File: src/rtl/huffman_pkg.sv
`default_nettype none
// +----------------------------------------------------------------------------+
// | huffman_pkg                                                                |
// | Shared Huffman constants, FSM encoding and popcount helper.                |
// | Rev 1.0 - initial release                                                  |
// +----------------------------------------------------------------------------+
package huffman_pkg;

    localparam int SYM_NUM = 6;
    localparam int CODE_W  = 8;
    localparam int ACC_W   = 16;
    localparam int LEN_W   = 4;
    localparam int SYM_MIN = 1;
    localparam int SYM_MAX = 6;

    typedef enum logic [1:0] {
        ST_IDLE  = 2'd0,
        ST_RUN   = 2'd1,
        ST_FLUSH = 2'd2
    } state_t;

    function automatic logic [LEN_W-1:0] popcount(input logic [CODE_W-1:0] v);
        logic [LEN_W-1:0] n;
        n = '0;
        for (int i = 0; i < CODE_W; i++) begin
            n = n + LEN_W'(v[i]);
        end
        return n;
    endfunction

endpackage

`default_nettype wire

File: src/rtl/huffman_code_rom.sv
`default_nettype none
// +----------------------------------------------------------------------------+
// | huffman_code_rom                                                           |
// | Code table register file with popcount length decode, read by index.      |
// | Rev 1.0 - initial release                                                  |
// +----------------------------------------------------------------------------+
module huffman_code_rom
    import huffman_pkg::*;
(
    input  logic                      clk,
    input  logic                      reset_n,
    input  logic                      load,
    input  logic [SYM_NUM*CODE_W-1:0] hc_flat,
    input  logic [SYM_NUM*CODE_W-1:0] m_flat,
    input  logic [2:0]                rd_idx,
    output logic [CODE_W-1:0]         rd_code,
    output logic [LEN_W-1:0]          rd_len
);

    logic [CODE_W-1:0] r_code [SYM_NUM];
    logic [LEN_W-1:0]  r_len  [SYM_NUM];

    // Codes are stored pre-masked so the packer can OR them in directly.
    always_ff @(posedge clk or negedge reset_n) begin
        if (!reset_n) begin
            for (int i = 0; i < SYM_NUM; i++) begin
                r_code[i] <= '0;
                r_len[i]  <= '0;
            end
        end else if (load) begin
            for (int i = 0; i < SYM_NUM; i++) begin
                r_code[i] <= hc_flat[i*CODE_W +: CODE_W] & m_flat[i*CODE_W +: CODE_W];
                r_len[i]  <= popcount(m_flat[i*CODE_W +: CODE_W]);
            end
        end
    end

    always_comb begin
        rd_code = '0;
        rd_len  = '0;
        if (rd_idx < 3'(SYM_NUM)) begin
            rd_code = r_code[rd_idx];
            rd_len  = r_len[rd_idx];
        end
    end

endmodule

`default_nettype wire

File: src/rtl/huffman_packer.sv
`default_nettype none
// +----------------------------------------------------------------------------+
// | huffman_packer                                                             |
// | Encodes symbols 1..6 into MSB-first codewords packed into bytes.           |
// | Optional: PACKER_STATS_EN adds the total_bits counter port.                |
// | Rev 1.0 - initial release                                                  |
// +----------------------------------------------------------------------------+
module huffman_packer
    import huffman_pkg::*;
(
    input  logic              clk,
    input  logic              reset_n,
    input  logic              code_valid,
    input  logic [CODE_W-1:0] HC1,
    input  logic [CODE_W-1:0] HC2,
    input  logic [CODE_W-1:0] HC3,
    input  logic [CODE_W-1:0] HC4,
    input  logic [CODE_W-1:0] HC5,
    input  logic [CODE_W-1:0] HC6,
    input  logic [CODE_W-1:0] M1,
    input  logic [CODE_W-1:0] M2,
    input  logic [CODE_W-1:0] M3,
    input  logic [CODE_W-1:0] M4,
    input  logic [CODE_W-1:0] M5,
    input  logic [CODE_W-1:0] M6,
    input  logic              sym_valid,
    input  logic [7:0]        sym_data,
    output logic              sym_ready,
    input  logic              flush,
    output logic              byte_valid,
    output logic [7:0]        byte_data,
    output logic              byte_last,
    input  logic              byte_ready,
    output logic              sym_err
`ifdef PACKER_STATS_EN
    ,
    output logic [15:0]       total_bits
`endif
);

    localparam int CNT_W = LEN_W + 1;
    localparam logic [CNT_W-1:0] c_BYTE_BITS = CNT_W'(8);

    state_t             r_state;
    logic [ACC_W-1:0]   r_acc;
    logic [CNT_W-1:0]   r_bit_cnt;
    logic               r_flush_pending;
    logic               r_byte_valid;
    logic [7:0]         r_byte_data;
    logic               r_byte_last;
    logic               r_sym_err;

    logic               w_load;
    logic               w_sym_ready;
    logic               w_accept;
    logic               w_legal;
    logic               w_append;
    logic [2:0]         w_idx;
    logic [CODE_W-1:0]  w_rom_code;
    logic [LEN_W-1:0]   w_rom_len;
    logic [ACC_W-1:0]   w_acc_app;
    logic [CNT_W-1:0]   w_cnt_app;
    logic               w_slot_free;
    logic               w_emit;
    logic               w_pad;
    logic               w_flushing;
    logic               w_mark_held;
    logic [7:0]         w_emit_byte;
    logic [7:0]         w_pad_byte;

    huffman_code_rom u_rom (
        .clk     (clk),
        .reset_n (reset_n),
        .load    (w_load),
        .hc_flat ({HC6, HC5, HC4, HC3, HC2, HC1}),
        .m_flat  ({M6, M5, M4, M3, M2, M1}),
        .rd_idx  (w_idx),
        .rd_code (w_rom_code),
        .rd_len  (w_rom_len)
    );

    assign w_load      = (r_state == ST_IDLE) && code_valid;
    assign w_sym_ready = (r_state == ST_RUN) && (r_bit_cnt < c_BYTE_BITS) && !r_flush_pending;
    assign w_accept    = sym_valid && w_sym_ready;
    assign w_legal     = (sym_data >= 8'(SYM_MIN)) && (sym_data <= 8'(SYM_MAX));
    assign w_append    = w_accept && w_legal;
    assign w_idx       = sym_data[2:0] - 3'd1;

    // Appended view of the accumulator; a byte can be cut from it in the accept cycle.
    assign w_acc_app   = w_append ? ((r_acc << w_rom_len) | ACC_W'(w_rom_code)) : r_acc;
    assign w_cnt_app   = r_bit_cnt + (w_append ? {1'b0, w_rom_len} : '0);
    assign w_slot_free = !r_byte_valid || byte_ready;
    assign w_flushing  = (r_state == ST_FLUSH) || ((r_state == ST_RUN) && flush);
    assign w_emit      = (r_state != ST_IDLE) && (w_cnt_app >= c_BYTE_BITS) && w_slot_free;
    assign w_pad       = (r_state == ST_FLUSH) && (r_bit_cnt != '0) &&
                         (r_bit_cnt < c_BYTE_BITS) && w_slot_free;
    assign w_mark_held = (r_state == ST_FLUSH) && (r_bit_cnt == '0) && r_byte_valid && !byte_ready;
    assign w_emit_byte = 8'(w_acc_app >> (w_cnt_app - c_BYTE_BITS));
    assign w_pad_byte  = 8'(r_acc << (c_BYTE_BITS - r_bit_cnt));

    always_ff @(posedge clk or negedge reset_n) begin
        if (!reset_n) begin
            r_state         <= ST_IDLE;
            r_acc           <= '0;
            r_bit_cnt       <= '0;
            r_flush_pending <= 1'b0;
            r_byte_valid    <= 1'b0;
            r_byte_data     <= '0;
            r_byte_last     <= 1'b0;
            r_sym_err       <= 1'b0;
        end else begin
            r_acc <= w_acc_app;
            if (w_emit) begin
                r_byte_valid <= 1'b1;
                r_byte_data  <= w_emit_byte;
                r_byte_last  <= w_flushing && (w_cnt_app == c_BYTE_BITS);
                r_bit_cnt    <= w_cnt_app - c_BYTE_BITS;
            end else if (w_pad) begin
                r_byte_valid <= 1'b1;
                r_byte_data  <= w_pad_byte;
                r_byte_last  <= 1'b1;
                r_bit_cnt    <= '0;
            end else begin
                r_bit_cnt <= w_cnt_app;
                if (byte_ready) begin
                    r_byte_valid <= 1'b0;
                end
                if (w_mark_held) begin
                    r_byte_last <= 1'b1;
                end
            end

            if (w_accept && !w_legal) begin
                r_sym_err <= 1'b1;
            end

            case (r_state)
                ST_IDLE: begin
                    r_flush_pending <= 1'b0;
                    if (code_valid) begin
                        r_state <= ST_RUN;
                    end
                end
                ST_RUN: begin
                    if (flush) begin
                        r_flush_pending <= 1'b1;
                    end
                    if (flush || r_flush_pending) begin
                        r_state <= ST_FLUSH;
                    end
                end
                ST_FLUSH: begin
                    if ((r_bit_cnt == '0) && !r_byte_valid) begin
                        r_state         <= ST_IDLE;
                        r_flush_pending <= 1'b0;
                    end
                end
                default: r_state <= ST_IDLE;
            endcase
        end
    end

`ifdef PACKER_STATS_EN
    logic [15:0] r_total_bits;
    logic [16:0] w_total_sum;

    assign w_total_sum = {1'b0, r_total_bits} + {13'd0, w_rom_len};

    always_ff @(posedge clk or negedge reset_n) begin
        if (!reset_n) begin
            r_total_bits <= '0;
        end else if (w_load) begin
            r_total_bits <= '0;
        end else if (w_append) begin
            r_total_bits <= w_total_sum[16] ? 16'hFFFF : w_total_sum[15:0];
        end
    end

    assign total_bits = r_total_bits;
`endif

    assign sym_ready  = w_sym_ready;
    assign byte_valid = r_byte_valid;
    assign byte_data  = r_byte_data;
    assign byte_last  = r_byte_last;
    assign sym_err    = r_sym_err;

endmodule

`default_nettype wire

File: config.mk
export PLATFORM = sky130hd
export DESIGN_NAME = huffman_packer
export DESIGN_NICKNAME = d
export VERILOG_FILES = /design/src/rtl/huffman_pkg.sv /design/src/rtl/huffman_code_rom.sv /design/src/rtl/huffman_packer.sv
export SDC_FILE = /design/constraint.sdc
export NUM_CORES = 1
export LEC_CHECK = 0
export BUFFER_PORTS_ARGS = -buffer_cell sky130_fd_sc_hd__buf_2
export CORE_AREA = 3 3 130 132
export CTS_CLUSTER_DIAMETER = 30
export DETAILED_ROUTE_END_ITERATION = 16
export DIE_AREA = 0 0 133 135
export PLACE_DENSITY = 0.71
export SLEW_MARGIN = 20
export SYNTH_ARGS = -nofsm -noshare
export SYNTH_HDL_FRONTEND = slang
export SYNTH_SLANG_ARGS = --single-unit
File: constraint.sdc
create_clock -name clk -period 5.85 [get_ports clk]
set_input_delay 0.585 -clock clk [delete_from_list [all_inputs] [get_ports clk]]
set_output_delay 0.585 -clock clk [all_outputs]
set_load 0.1 [all_outputs]
======== Word level (Yosys, flattened, before mapping) ========
Cells that the tools add are included.
storage, ports and cells
  register bits ........................... 107
  input port bits ......................... 110
  output and inout port bits .............. 12
  logic and storage cells ................. 152
cells by class
  add/sub/neg operators ................... 46
  $lt $le $gt $ge ......................... 6
  equal/unequal tests ..................... 7
  shift-type cells ........................ 3
  muxes and demuxes ....................... 27
  bitwise gates (word level) .............. 8
  reduce and logical (&&, ||, !) cells .... 35
operators by type and width
  kind                count
  $add 4x1->4         36
  $and 8x8->8         6
  $mux 8              5
  $bmux 8 s3          1
  $logic_and 1x1->1   18
  $mux 16             1
  $mux 4              4
  $or 16x8->16        1
  $shl 16x4->16       1
  $shl 16x5->8        1
  $shr 16x5->8        1
  $add 1x1->2         6
  $bmux 4 s3          1
  $mux 5              2
  $reduce_bool 3->1   3
  $ge 8x1->1 const B  1
  $le 8x3->1 const B  1
  $mux 1              8
  $mux 2              3
  $pmux 2 s3          1
  $reduce_and 3->1    2
  $add 5x4->5         1
  $eq 5x4->1 const B  1
  $ge 5x4->1 const B  1
  18 further kinds    26

======== Logic depth before layout (Yosys ltp) ========
Gate-level depths: netlist of run 1.
  word-level depth ........................ 12
  depth in mapped cells ................... 25
  mapped depth without buffers ............ 19

======== Cells and area by module ========
Synthesis of run 1 repeated with hierarchy kept, for this count alone.
unflattened totals
  cells, all modules ...................... 843
  area, all modules ....................... 7960.1 µm²
by module, submodules not included
  module            instances  cells each  area each (µm²)
  huffman_code_rom  1          460         4478.0
  huffman_packer    1          383         3482.1

======== Worst setup path before layout of run 1 ========
Ideal clock, no wire load.
  path kind ............................... input to register
  from .................................... in sym_data[0]
  to ...................................... reg r_byte_data[3], in the netlist byte_data[3]
  setup time .............................. 0.126 ns
  data arrival time ....................... 5.997 ns
  required time ........................... 5.724 ns
  path slack .............................. -0.273 ns
  cell stages on the path ................. 24
  buffers on the path ..................... 7
  cell sequence ........................... buf_6 -> buf_1 -> clkbuf_1 -> inv_1 -> ha_1 -> xor2_2 -> buf_2 -> mux4_2 -> a21oi_2 -> clkbuf_1 -> nor2_1 -> ha_1 -> a21oi_1 -> xnor2_1 -> clkinv_1 -> clkbuf_1 -> ha_1 -> o31ai_1 -> nand2_1 -> and2_1 -> clkbuf_1 -> a22oi_1 -> o31ai_1 -> a311o_1
between the ends
  word-level cells in the longest chain between the ends .. 12
  elaborated cells on any way between the ends .. 27
  classes of those cells .................. add/sub: 3; order compare: 4; shift: 2; mux: 11; bitwise: 2; reduce/logical: 5
RTL lines
  what                                                                  line                   RTL
  start, declared                                                       huffman_packer.sv:27   input logic [7:0] sym_data,
  parallel branches: the longest is 12 deep, another holds $add 5x4->5  --
  end signal, assigned                                                  huffman_packer.sv:115  r_byte_data <= w_emit_byte;
  end signal, assigned                                                  huffman_packer.sv:120  r_byte_data <= w_pad_byte;
  end, declared                                                         huffman_packer.sv:49   logic [7:0] r_byte_data;
Several ways; the timed one is not identified. The select of a mux whose other input is x is not followed.
A chain may end at the register's enable or synchronous reset.

======== Worst setup path in the final report of run 1 ========
  from .................................... reg r_bit_cnt[1]
  to ...................................... reg r_byte_data[3], in the netlist byte_data[3]
between the ends
  word-level cells in the longest chain between the ends .. 11
  elaborated cells on any way between the ends .. 22
  classes of those cells .................. add/sub: 3; order compare: 2; shift: 2; mux: 4; reduce/logical: 11
RTL lines
  what                                                                 line                   RTL
  start, declared                                                      huffman_packer.sv:46   logic [CNT_W-1:0] r_bit_cnt;
  start signal, assigned                                               huffman_packer.sv:117  r_bit_cnt <= w_cnt_app - c_BYTE_BITS;
  start signal, assigned                                               huffman_packer.sv:124  r_bit_cnt <= w_cnt_app;
  parallel branches: the longest is 11 deep, another holds $lt 5x4->1  --
Several ways; the timed one is not identified. The select of a mux whose other input is x is not followed.

==> impl_table.tex, run 1 <==
\begin{tabular}{lr}
\hline
Metric & Value \\
\hline
\multicolumn{2}{l}{\textbf{Route}} \\
\quad Total met3 wirelength after detailed routing & 1448 um \\
\quad Detailed-routed wire length on met2 & 10160 um \\
\quad Initial detailed-routing violation count & 630 \\
\quad Remaining number of nets flagged by the antenna check after routing & 0 \\
\quad Via count & 6990 \\
\quad Post-detailed-route wirelength per cell & 17.79 um \\
\quad Highest metal layer used by the detailed router & met4 \\
\quad Final routed wirelength across all metal layers & 21400 um \\
\quad Met1 Wirelength & 9364 um \\
\quad Post-route DRC violation count & 0 \\
\quad Vias per Instance & 5.810 \\
\quad Count of TritonRoute iterations in the first routing pass & 5 \\
\multicolumn{2}{l}{\textbf{Logic synthesis}} \\
\quad Sequential share of the synthesized area & 33.76\% \\
\quad Fraction of post-synthesis cell area in the top cell type by area & 33.76\% \\
\quad Total number of yosys warnings & 0 \\
\quad Largest area contributor in the netlist & sky130\_fd\_sc\_hd\_\_dfrtp\_1 \\
\quad FF+latch count, synth & 107 \\
\quad Async set-or-reset flop fraction in the synthesized netlist & 100.0\% \\
\quad Count of distinct cell types in the synthesized netlist & 77 \\
\quad Area contributors post-synth & sky130\_fd\_sc\_hd\_\_dfrtp\_1, sky130\_fd\_sc\_hd\_\_nand2\_1, sky130\_fd\_sc\_hd\_\_fa\_1, sky130\_fd\_sc\_hd\_\_mux4\_2, sky130\_fd\_sc\_hd\_\_o21ai\_0 \\
\quad Cell Area, Synth & 7930 um\^{}2 \\
\quad Ys flop type & sky130\_fd\_sc\_hd\_\_dfrtp\_1 \\
\quad Mapped Avg Cell Area & 8.961 um\^{}2 \\
\quad Syn\_nets & 1047 \\
\quad Count of flip-flops with a built-in enable after synthesis & 0 \\
\quad Synthesized netlist cell count & 885 \\
\multicolumn{2}{l}{\textbf{Clock tree}} \\
\quad Maximum number of buffers from clock root to sink & 2 \\
\quad Clk slew on worst S/H paths & 70 ps \\
\quad CTS tree & done \\
\quad Clock root cell & sky130\_fd\_sc\_hd\_\_clkbuf\_16 \\
\quad Number of H-tree branching levels & 3 \\
\quad Clk sinks & 107 \\
\quad Post-CTS setup repair buffer count & 0 \\
\quad Number of buffers added by the clock tree synthesis step & 9 \\
\quad Post-CTS sizing & 0 \\
\quad Post-cts hold buffer count & 0 \\
\quad Insertion delay to the later sink of the worst-skew pair & 360 ps \\
\multicolumn{2}{l}{\textbf{Floorplanning}} \\
\quad Width of the chip & 133 um \\
\quad \# IOs & 122 \\
\quad Y dimension of the die & 135 um \\
\quad Starting utilization of the core area & 50.10\% \\
\quad Total core area & 15830 um\^{}2 \\
\quad Count of standard-cell rows & 46 \\
\quad Total die area & 17960 um\^{}2 \\
\multicolumn{2}{l}{\textbf{Finish}} \\
\quad Footprint of the multi-input gates & 4717 um\^{}2 \\
\quad Most common cell after layout, fill and taps aside & sky130\_fd\_sc\_hd\_\_nand2\_1 \\
\quad Post-route non-filler standard cell count & 1203 \\
\quad Syn-to-layout area delta & 13.36\% \\
\quad Antenna diode count & 0 \\
\quad Total number of nets in the final design & 1145 \\
\quad Top library cells by usage in the layout, fill and taps aside & sky130\_fd\_sc\_hd\_\_nand2\_1, sky130\_fd\_sc\_hd\_\_buf\_2, sky130\_fd\_sc\_hd\_\_dfrtp\_1, sky130\_fd\_sc\_hd\_\_o21ai\_0, sky130\_fd\_sc\_hd\_\_inv\_1 \\
\quad Area taken by flip-flops and latches & 2678 um\^{}2 \\
\quad Share of final-layout standard cells stronger than drive strength 1 & 21.48\% \\
\quad Number of fill cells in the layout & 1444 \\
\multicolumn{2}{l}{\textbf{STA}} \\
\quad Achievable Freq & 193.3 MHz \\
\quad Final setup violation count & 0 \\
\quad Setup TNS & 0 ps \\
\quad Final critical delay including setup and external delays & 5173 ps \\
\quad Number of hold violations in the final report & 0 \\
\quad Period utilization & 88.43\% \\
\quad Final Max Tran Viols & 0 \\
\quad Transition time of the tightest slew-check pin & 928.8 ps \\
\quad Worst Clk Skew & 8.223 ps \\
\quad Unrepaired setup endpoints after global routing & false \\
\quad Worst rel slew slack & 37.51\% \\
\multicolumn{2}{l}{\textbf{Pwr}} \\
\quad Highest ir drop seen on vdd & 0.0002546 V \\
\quad Sequential fraction of design power & 35.4\% \\
\quad Leakage component of the power & 0.004325 uW \\
\quad Clock network fraction of total power & 16.0\% \\
\quad Share of total power consumed by net switching & 44.60\% \\
\quad Combinational share of power & 48.6\% \\
\quad P\_sw & 1585 uW \\
\quad Power density of the placed cells & 395.3 nW/um\^{}2 \\
\quad Internal Pwr Total & 1969 uW \\
\multicolumn{2}{l}{\textbf{Worst setup path}} \\
\quad Type of element launching the critical path & register \\
\quad Crit Path Category & register to register \\
\quad CP Max Fanout & 15 \\
\quad Reg2Reg Depth & 20 \\
\quad Arrival time at the worst endpoint & 5410 ps \\
\quad Reg-to-reg slack, setup & 680 ps \\
\quad WP data required & 6090 ps \\
\quad Worst reg2reg startpoint & r\_bit\_cnt[1]\$\_DFF\_PN0\_ \\
\quad Endpoint type of the worst setup path & register \\
\quad Worst setup startpoint & r\_bit\_cnt[1]\$\_DFF\_PN0\_ \\
\quad Capturing point of the worst reg2reg path & byte\_data[3]\$\_DFFE\_PN0P\_ \\
\multicolumn{2}{l}{\textbf{Place}} \\
\quad Weighted congestion at the end of routability-driven global placement & 0.9294 \\
\quad Post-detail-place hpwl & 16730 um \\
\quad Total instance count after detailed placement & 1188 \\
\quad Number of buffers inserted by port buffering & 121 \\
\multicolumn{2}{l}{\textbf{Global routing}} \\
\quad Maximum number of pins on one net before global-route repair & 79 \\
\quad Number of antenna violations at the first check in global routing & 0 \\
\quad Via count of the first global-routing pass & 6800 \\
\quad Leftover overflow at the end of global routing & 0 \\
\quad Wire length of the first global-routing pass & 35070 um \\
\quad GRT Util Overall & 24.46\% \\
\multicolumn{2}{l}{\textbf{Flow run}} \\
\quad Total of max-cap violations & 0 \\
\multicolumn{2}{l}{\textbf{Min path}} \\
\quad Class of the most critical hold timing path & input port to asynchronous set/reset pin \\
\multicolumn{2}{l}{\textbf{Outcome}} \\
\quad Outcome & finished clean \\
\hline
\end{tabular}
==> sequential cells by signal (all words and copies together) (netlist names) <==
signal and cells:
u_rom.r_code 48, u_rom.r_len 24, r_acc 16, byte_data 8, r_bit_cnt 5, r_state 2, byte_last 1, byte_valid 1
r_flush_pending 1, sym_err 1
==> cells in the mapped netlist, types with 9 or more instances <==
library cell / n
sky130_fd_sc_hd__nand3_1: 20
sky130_fd_sc_hd__a21oi_1: 23
sky130_fd_sc_hd__nor4_1: 9
sky130_fd_sc_hd__mux4_2: 20
sky130_fd_sc_hd__o211ai_1: 13
sky130_fd_sc_hd__nor2_1: 46
sky130_fd_sc_hd__a31oi_1: 14
sky130_fd_sc_hd__mux2i_1: 27
sky130_fd_sc_hd__o21ai_0: 85
sky130_fd_sc_hd__nand2_1: 146
sky130_fd_sc_hd__a22o_1: 10
sky130_fd_sc_hd__nor3_1: 18
sky130_fd_sc_hd__mux2_2: 19
sky130_fd_sc_hd__inv_1: 80
sky130_fd_sc_hd__xor2_1: 9
sky130_fd_sc_hd__fa_1: 25
sky130_fd_sc_hd__clkbuf_1: 38
sky130_fd_sc_hd__ha_1: 27
sky130_fd_sc_hd__dfrtp_1: 107
==> power groups by stage <==
stage	registers [uW]	logic (uW)	clock network (uW)
global placement	1260	1680	0
finish	1260	1730	570
global route	1290	1910	612
floorplan	1310	1170	0
CTS	1250	1720	582
detailed placement	1260	1710	0
==> stage by stage <==
stage / setup WS (ps) / util [%] / total power [uW] / cell area (um^2) / hold WS, ps
CTS: 790.2 / 56.80 / 3554 / 8990 / 348.8
global route: 190.8 / 56.80 / 3811 / 8990 / 368.7
finish: 676.6 / 56.80 / 3554 / 8990 / 309.0
global placement: 752.0 / 55.09 / 2944 / 8720 / 458.3
detailed placement: 521.1 / 55.09 / 2971 / 8720 / 465.8
floorplan: 101.9 / - / 2479 / 7933 / 289.4
==> area by class of cell <==
class | count | area share (%)
multi-input combinational | 643 | 52.47
sequential | 107 | 29.78
timing repair buffer | 139 | 8.267
inverter | 83 | 3.466
tap | 216 | 3.006
clock buffer | 12 | 2.742
clock inverter | 3 | 0.2644
==> worst max path at each step <==
stage	end	slack, ps	cells after the start
CTS	byte_data[3]$_DFFE_PN0P_	790	20
global placement	byte_data[3]$_DFFE_PN0P_	750	21
detailed placement	byte_data[3]$_DFFE_PN0P_	520	21
global route	byte_data[3]$_DFFE_PN0P_	190	20
floorplan	byte_data[3]$_DFFE_PN0P_	100	24
finish	byte_data[3]$_DFFE_PN0P_	680	20
==> worst max-delay path: stages (launching register included) <==
cell and delay, ps:
sky130_fd_sc_hd__dfrtp_1 470, sky130_fd_sc_hd__inv_1 70, sky130_fd_sc_hd__ha_1 230, sky130_fd_sc_hd__o41ai_1 300, sky130_fd_sc_hd__nor4b_1 620, sky130_fd_sc_hd__nand2_1 110
sky130_fd_sc_hd__buf_4 220, sky130_fd_sc_hd__nor2_1 250, sky130_fd_sc_hd__ha_1 290, sky130_fd_sc_hd__a21o_1 150, sky130_fd_sc_hd__a21oi_1 190, sky130_fd_sc_hd__xnor2_1 170
sky130_fd_sc_hd__clkinv_1 290, sky130_fd_sc_hd__buf_4 270, sky130_fd_sc_hd__ha_1 190, sky130_fd_sc_hd__o31ai_1 120, sky130_fd_sc_hd__nand2_1 180, sky130_fd_sc_hd__and2_1 290
sky130_fd_sc_hd__a22oi_1 250, sky130_fd_sc_hd__o31ai_1 100, sky130_fd_sc_hd__a311o_1 270
==> kinds of logic (layout without fill, tap and decap cells) <==
group	after synthesis	after routing	synth area share, %
xor gates and xnor gates	15	15	1.751
AOI/OAI and AO/OA	225	225	18.70
buffers and inverters	135	237	6.848
and+or+nand+nor	282	282	16.01
DFF	107	107	33.76
adders and majority gates	52	52	10.57
muxes	69	69	12.35
==> metal layers <==
layer | GRT usage (%) | up-vias
met5 | 0 | -
met1 | 33.68 | 3313
li1 | - | 3333
met4 | 8.314 | 0
met2 | 39.48 | 309
met3 | 4.136 | 35
Power figures use the tool's default switching activity.
==> run 2, diff against run 1 <==
Settings changed: CORE_AREA 3 3 130 132 to 3 3 119 144, DIE_AREA 0 0 133 135 to 0 0 122 147, MAX_ROUTING_LAYER set to met4.
==> impl_table.tex, run 2 (same netlist as run 1, synthesis figures left out) <==
\begin{tabular}{lr}
\hline
Metric & Value \\
\hline
\multicolumn{2}{l}{\textbf{Outcome}} \\
\quad Outcome & finished clean \\
\multicolumn{2}{l}{\textbf{Clock tree}} \\
\quad Number of H-tree branching levels & 3 (unchanged) \\
\quad Clock root cell & sky130\_fd\_sc\_hd\_\_clkbuf\_16 \\
\quad Post-cts hold buffer count & 0 (unchanged) \\
\quad Maximum number of buffers from clock root to sink & 2 (unchanged) \\
\quad Clk slew on worst S/H paths & 80 ps (about the same) \\
\quad CTS tree & done \\
\quad Number of buffers added by the clock tree synthesis step & 9 (unchanged) \\
\quad Post-CTS sizing & 0 (unchanged) \\
\quad Insertion delay to the later sink of the worst-skew pair & 360 ps (about the same) \\
\quad Post-CTS setup repair buffer count & 0 (unchanged) \\
\quad Clk sinks & 107 (unchanged) \\
\multicolumn{2}{l}{\textbf{Pwr}} \\
\quad Leakage component of the power & 0.004354 uW (+0.66\%) \\
\quad Power Total & 3673 uW (+3.3\%) \\
\quad Power density of the placed cells & 406.9 nW/um\^{}2 (+2.9\%) \\
\quad Highest ir drop seen on vdd & 0.0001749 V (-31\%) \\
\multicolumn{2}{l}{\textbf{Floorplanning}} \\
\quad Y dimension of the die & 147 um (+8.9\%) \\
\quad Total die area & 17930 um\^{}2 (-0.12\%) \\
\quad Count of standard-cell rows & 50 (+8.7\%) \\
\quad \# IOs & 122 (unchanged) \\
\quad Width of the chip & 122 um (-8.3\%) \\
\quad Starting utilization of the core area & 50.50\% (+0.40 points) \\
\quad Total core area & 15700 um\^{}2 (-0.79\%) \\
\multicolumn{2}{l}{\textbf{Worst setup path}} \\
\quad CP Max Fanout & 14 (-1) \\
\quad Crit Path Category & register to register \\
\quad Type of element launching the critical path & register \\
\quad WP data required & 6090 ps (about the same) \\
\quad Arrival time at the worst endpoint & 5300 ps (-110 ps) \\
\quad Endpoint type of the worst setup path & register \\
\multicolumn{2}{l}{\textbf{Place}} \\
\quad Weighted congestion at the end of routability-driven global placement & 1.011 (+8.8\%) \\
\quad Number of buffers inserted by port buffering & 121 (unchanged) \\
\quad Post-detail-place hpwl & 17680 um (+5.7\%) \\
\multicolumn{2}{l}{\textbf{Min path}} \\
\quad Class of the most critical hold timing path & input port to asynchronous set/reset pin \\
\multicolumn{2}{l}{\textbf{STA}} \\
\quad Number of hold violations in the final report & 0 (unchanged) \\
\quad Period utilization & 86.42\% (-2.0 points) \\
\quad Unrepaired setup endpoints after global routing & false \\
\quad Achievable Freq & 197.8 MHz (+2.3\%) \\
\quad Worst Clk Skew & 10.59 ps (+2.371 ps) \\
\quad Worst rel slew slack & 45.61\% (+8.1 points) \\
\quad Transition time of the tightest slew-check pin & 808.3 ps (-120.4 ps) \\
\quad Final critical delay including setup and external delays & 5056 ps (-117.6 ps) \\
\quad Final Max Tran Viols & 0 (unchanged) \\
\quad Setup TNS & 0 ps (unchanged) \\
\quad Final setup violation count & 0 (unchanged) \\
\multicolumn{2}{l}{\textbf{Global routing}} \\
\quad Leftover overflow at the end of global routing & 0 (unchanged) \\
\quad Wire length of the first global-routing pass & 36730 um (+4.7\%) \\
\quad Via count of the first global-routing pass & 7065 (+3.9\%) \\
\quad GRT busiest layer & met2 \\
\quad Met3 Resource Use GR & 2.580\% (-1.6 points) \\
\quad GRT Util Overall & 26.81\% (+2.4 points) \\
\quad Global-route met2 utilization & 44.75\% (+5.3 points) \\
\quad Grt met1 use & 33.40\% (-0.28 points) \\
\quad Maximum number of pins on one net before global-route repair & 75 (-5.1\%) \\
\quad Number of antenna violations at the first check in global routing & 0 (unchanged) \\
\multicolumn{2}{l}{\textbf{Route}} \\
\quad Post-detailed-route wirelength per cell & 18.84 um (+5.9\%) \\
\quad Via count & 6986 (-0.057\%) \\
\quad Count of TritonRoute iterations in the first routing pass & 5 (unchanged) \\
\quad Post-route DRC violation count & 0 (unchanged) \\
\quad Final routed wirelength across all metal layers & 22490 um (+5.1\%) \\
\quad Vias per Instance & 5.851 (+0.70\%) \\
\quad Remaining number of nets flagged by the antenna check after routing & 0 (unchanged) \\
\quad Initial detailed-routing violation count & 498 (-21\%) \\
\multicolumn{2}{l}{\textbf{Finish}} \\
\quad Largest Register & u\_rom.r\_code \\
\quad Regs by FF count & u\_rom.r\_code: 48 flops, u\_rom.r\_len: 24 flops, r\_acc: 16 flops \\
\quad Most common cell after layout, fill and taps aside & sky130\_fd\_sc\_hd\_\_nand2\_1 \\
\quad Antenna diode count & 0 (unchanged) \\
\quad Total number of nets in the final design & 1143 (-0.17\%) \\
\quad Top library cells by usage in the layout, fill and taps aside & sky130\_fd\_sc\_hd\_\_nand2\_1, sky130\_fd\_sc\_hd\_\_buf\_2, sky130\_fd\_sc\_hd\_\_dfrtp\_1, sky130\_fd\_sc\_hd\_\_o21ai\_0, sky130\_fd\_sc\_hd\_\_inv\_1 \\
\quad Number of flip-flops under the largest register name & 48 (unchanged) \\
\quad Share of final-layout standard cells stronger than drive strength 1 & 21.60\% (+0.12 points) \\
\quad Syn-to-layout area delta & 13.81\% \\
\multicolumn{2}{l}{\textbf{Flow run}} \\
\quad Total of max-cap violations & 0 (unchanged) \\
\hline
\end{tabular}
## run 2: changes by cell type in the layout (fill, tap and decap cells not counted), moves of 2 or more
cell,before,now
sky130_fd_sc_hd__buf_4,19,17
sky130_fd_sc_hd__bufinv_16,0,2
sky130_fd_sc_hd__clkbuf_1,2,0
sky130_fd_sc_hd__clkinvlp_4,2,0
sky130_fd_sc_hd__inv_8,0,2
## run 2: area by class of cell
class	count	area [um^2]
tap	208	260.3
timing repair buffer	137	728.2
multi-input combinational	643	4717
clock inverter	7	105.1
inverter	83	311.5
sequential	107	2678
clock buffer	9	225.2
fill	1450	6678
## run 2: per-stage QoR
stage,hold WS (ps),instance area (um^2),utilization (%),worst slack [ps],cells
final,229.1,9025,57.47,794.2,1194
after global routing,267.7,9025,57.47,218.4,1194
after detailed placement,466.2,8695,55.37,784.9,1178
after floorplan,289.4,7933,-,101.9,885
after CTS,249.3,9025,57.47,787.4,1194
after global placement,457.7,8695,55.37,854.5,1178
## run 2: final timing paths
kind	slack [ps]	start	end	cells past startpoint
worst min-delay path	230	reset_n	r_flush_pending$_DFFE_PN0P_	1
worst min register to register	480	u_rom.r_code[3]$_DFFE_PN0P_	u_rom.r_code[3]$_DFFE_PN0P_	2
max in group asynchronous	4400	reset_n	u_rom.r_code[4]$_DFFE_PN0P_	2
worst max register to register	790	r_bit_cnt[0]$_DFF_PN0_	byte_data[3]$_DFFE_PN0P_	19
worst max-delay path	790	r_bit_cnt[0]$_DFF_PN0_	byte_data[3]$_DFFE_PN0P_	19
min in group clk	450	flush	r_state[0]$_DFFE_PN0P_	2
## run 2: layer usage
metal	part of all wire, %	wire (um)	vias up
met5	0	0	-
met4	3.5	782	0
met3	4.3	971	57
li1	-	-	3334
met2	51	11390	248
met1	42	9343	3347
## run 2: critical path, stage by stage, from the launching register on
cell	delay, ps
sky130_fd_sc_hd__dfrtp_1	670
sky130_fd_sc_hd__inv_1	130
sky130_fd_sc_hd__ha_1	270
sky130_fd_sc_hd__o41ai_1	320
sky130_fd_sc_hd__nor4b_1	470
sky130_fd_sc_hd__nand2_1	130
sky130_fd_sc_hd__buf_4	220
sky130_fd_sc_hd__nor2_1	130
sky130_fd_sc_hd__ha_1	200
sky130_fd_sc_hd__fa_1	250
sky130_fd_sc_hd__xor2_1	80
sky130_fd_sc_hd__buf_4	190
sky130_fd_sc_hd__nor3_1	290
sky130_fd_sc_hd__inv_1	100
sky130_fd_sc_hd__o31ai_1	390
sky130_fd_sc_hd__nand2_1	180
sky130_fd_sc_hd__and2_1	300
sky130_fd_sc_hd__a22oi_1	230
sky130_fd_sc_hd__o31ai_1	90
sky130_fd_sc_hd__a311o_1	280
## run 2: power breakdown
part	total, uW	switching (uW)	leakage [uW]	internal, uW
combinational	1730	1100	0.00280	636
clock	684	300	0.000164	384
sequential	1260	228	0.00139	1030
total	3670	1620	0.00435	2050
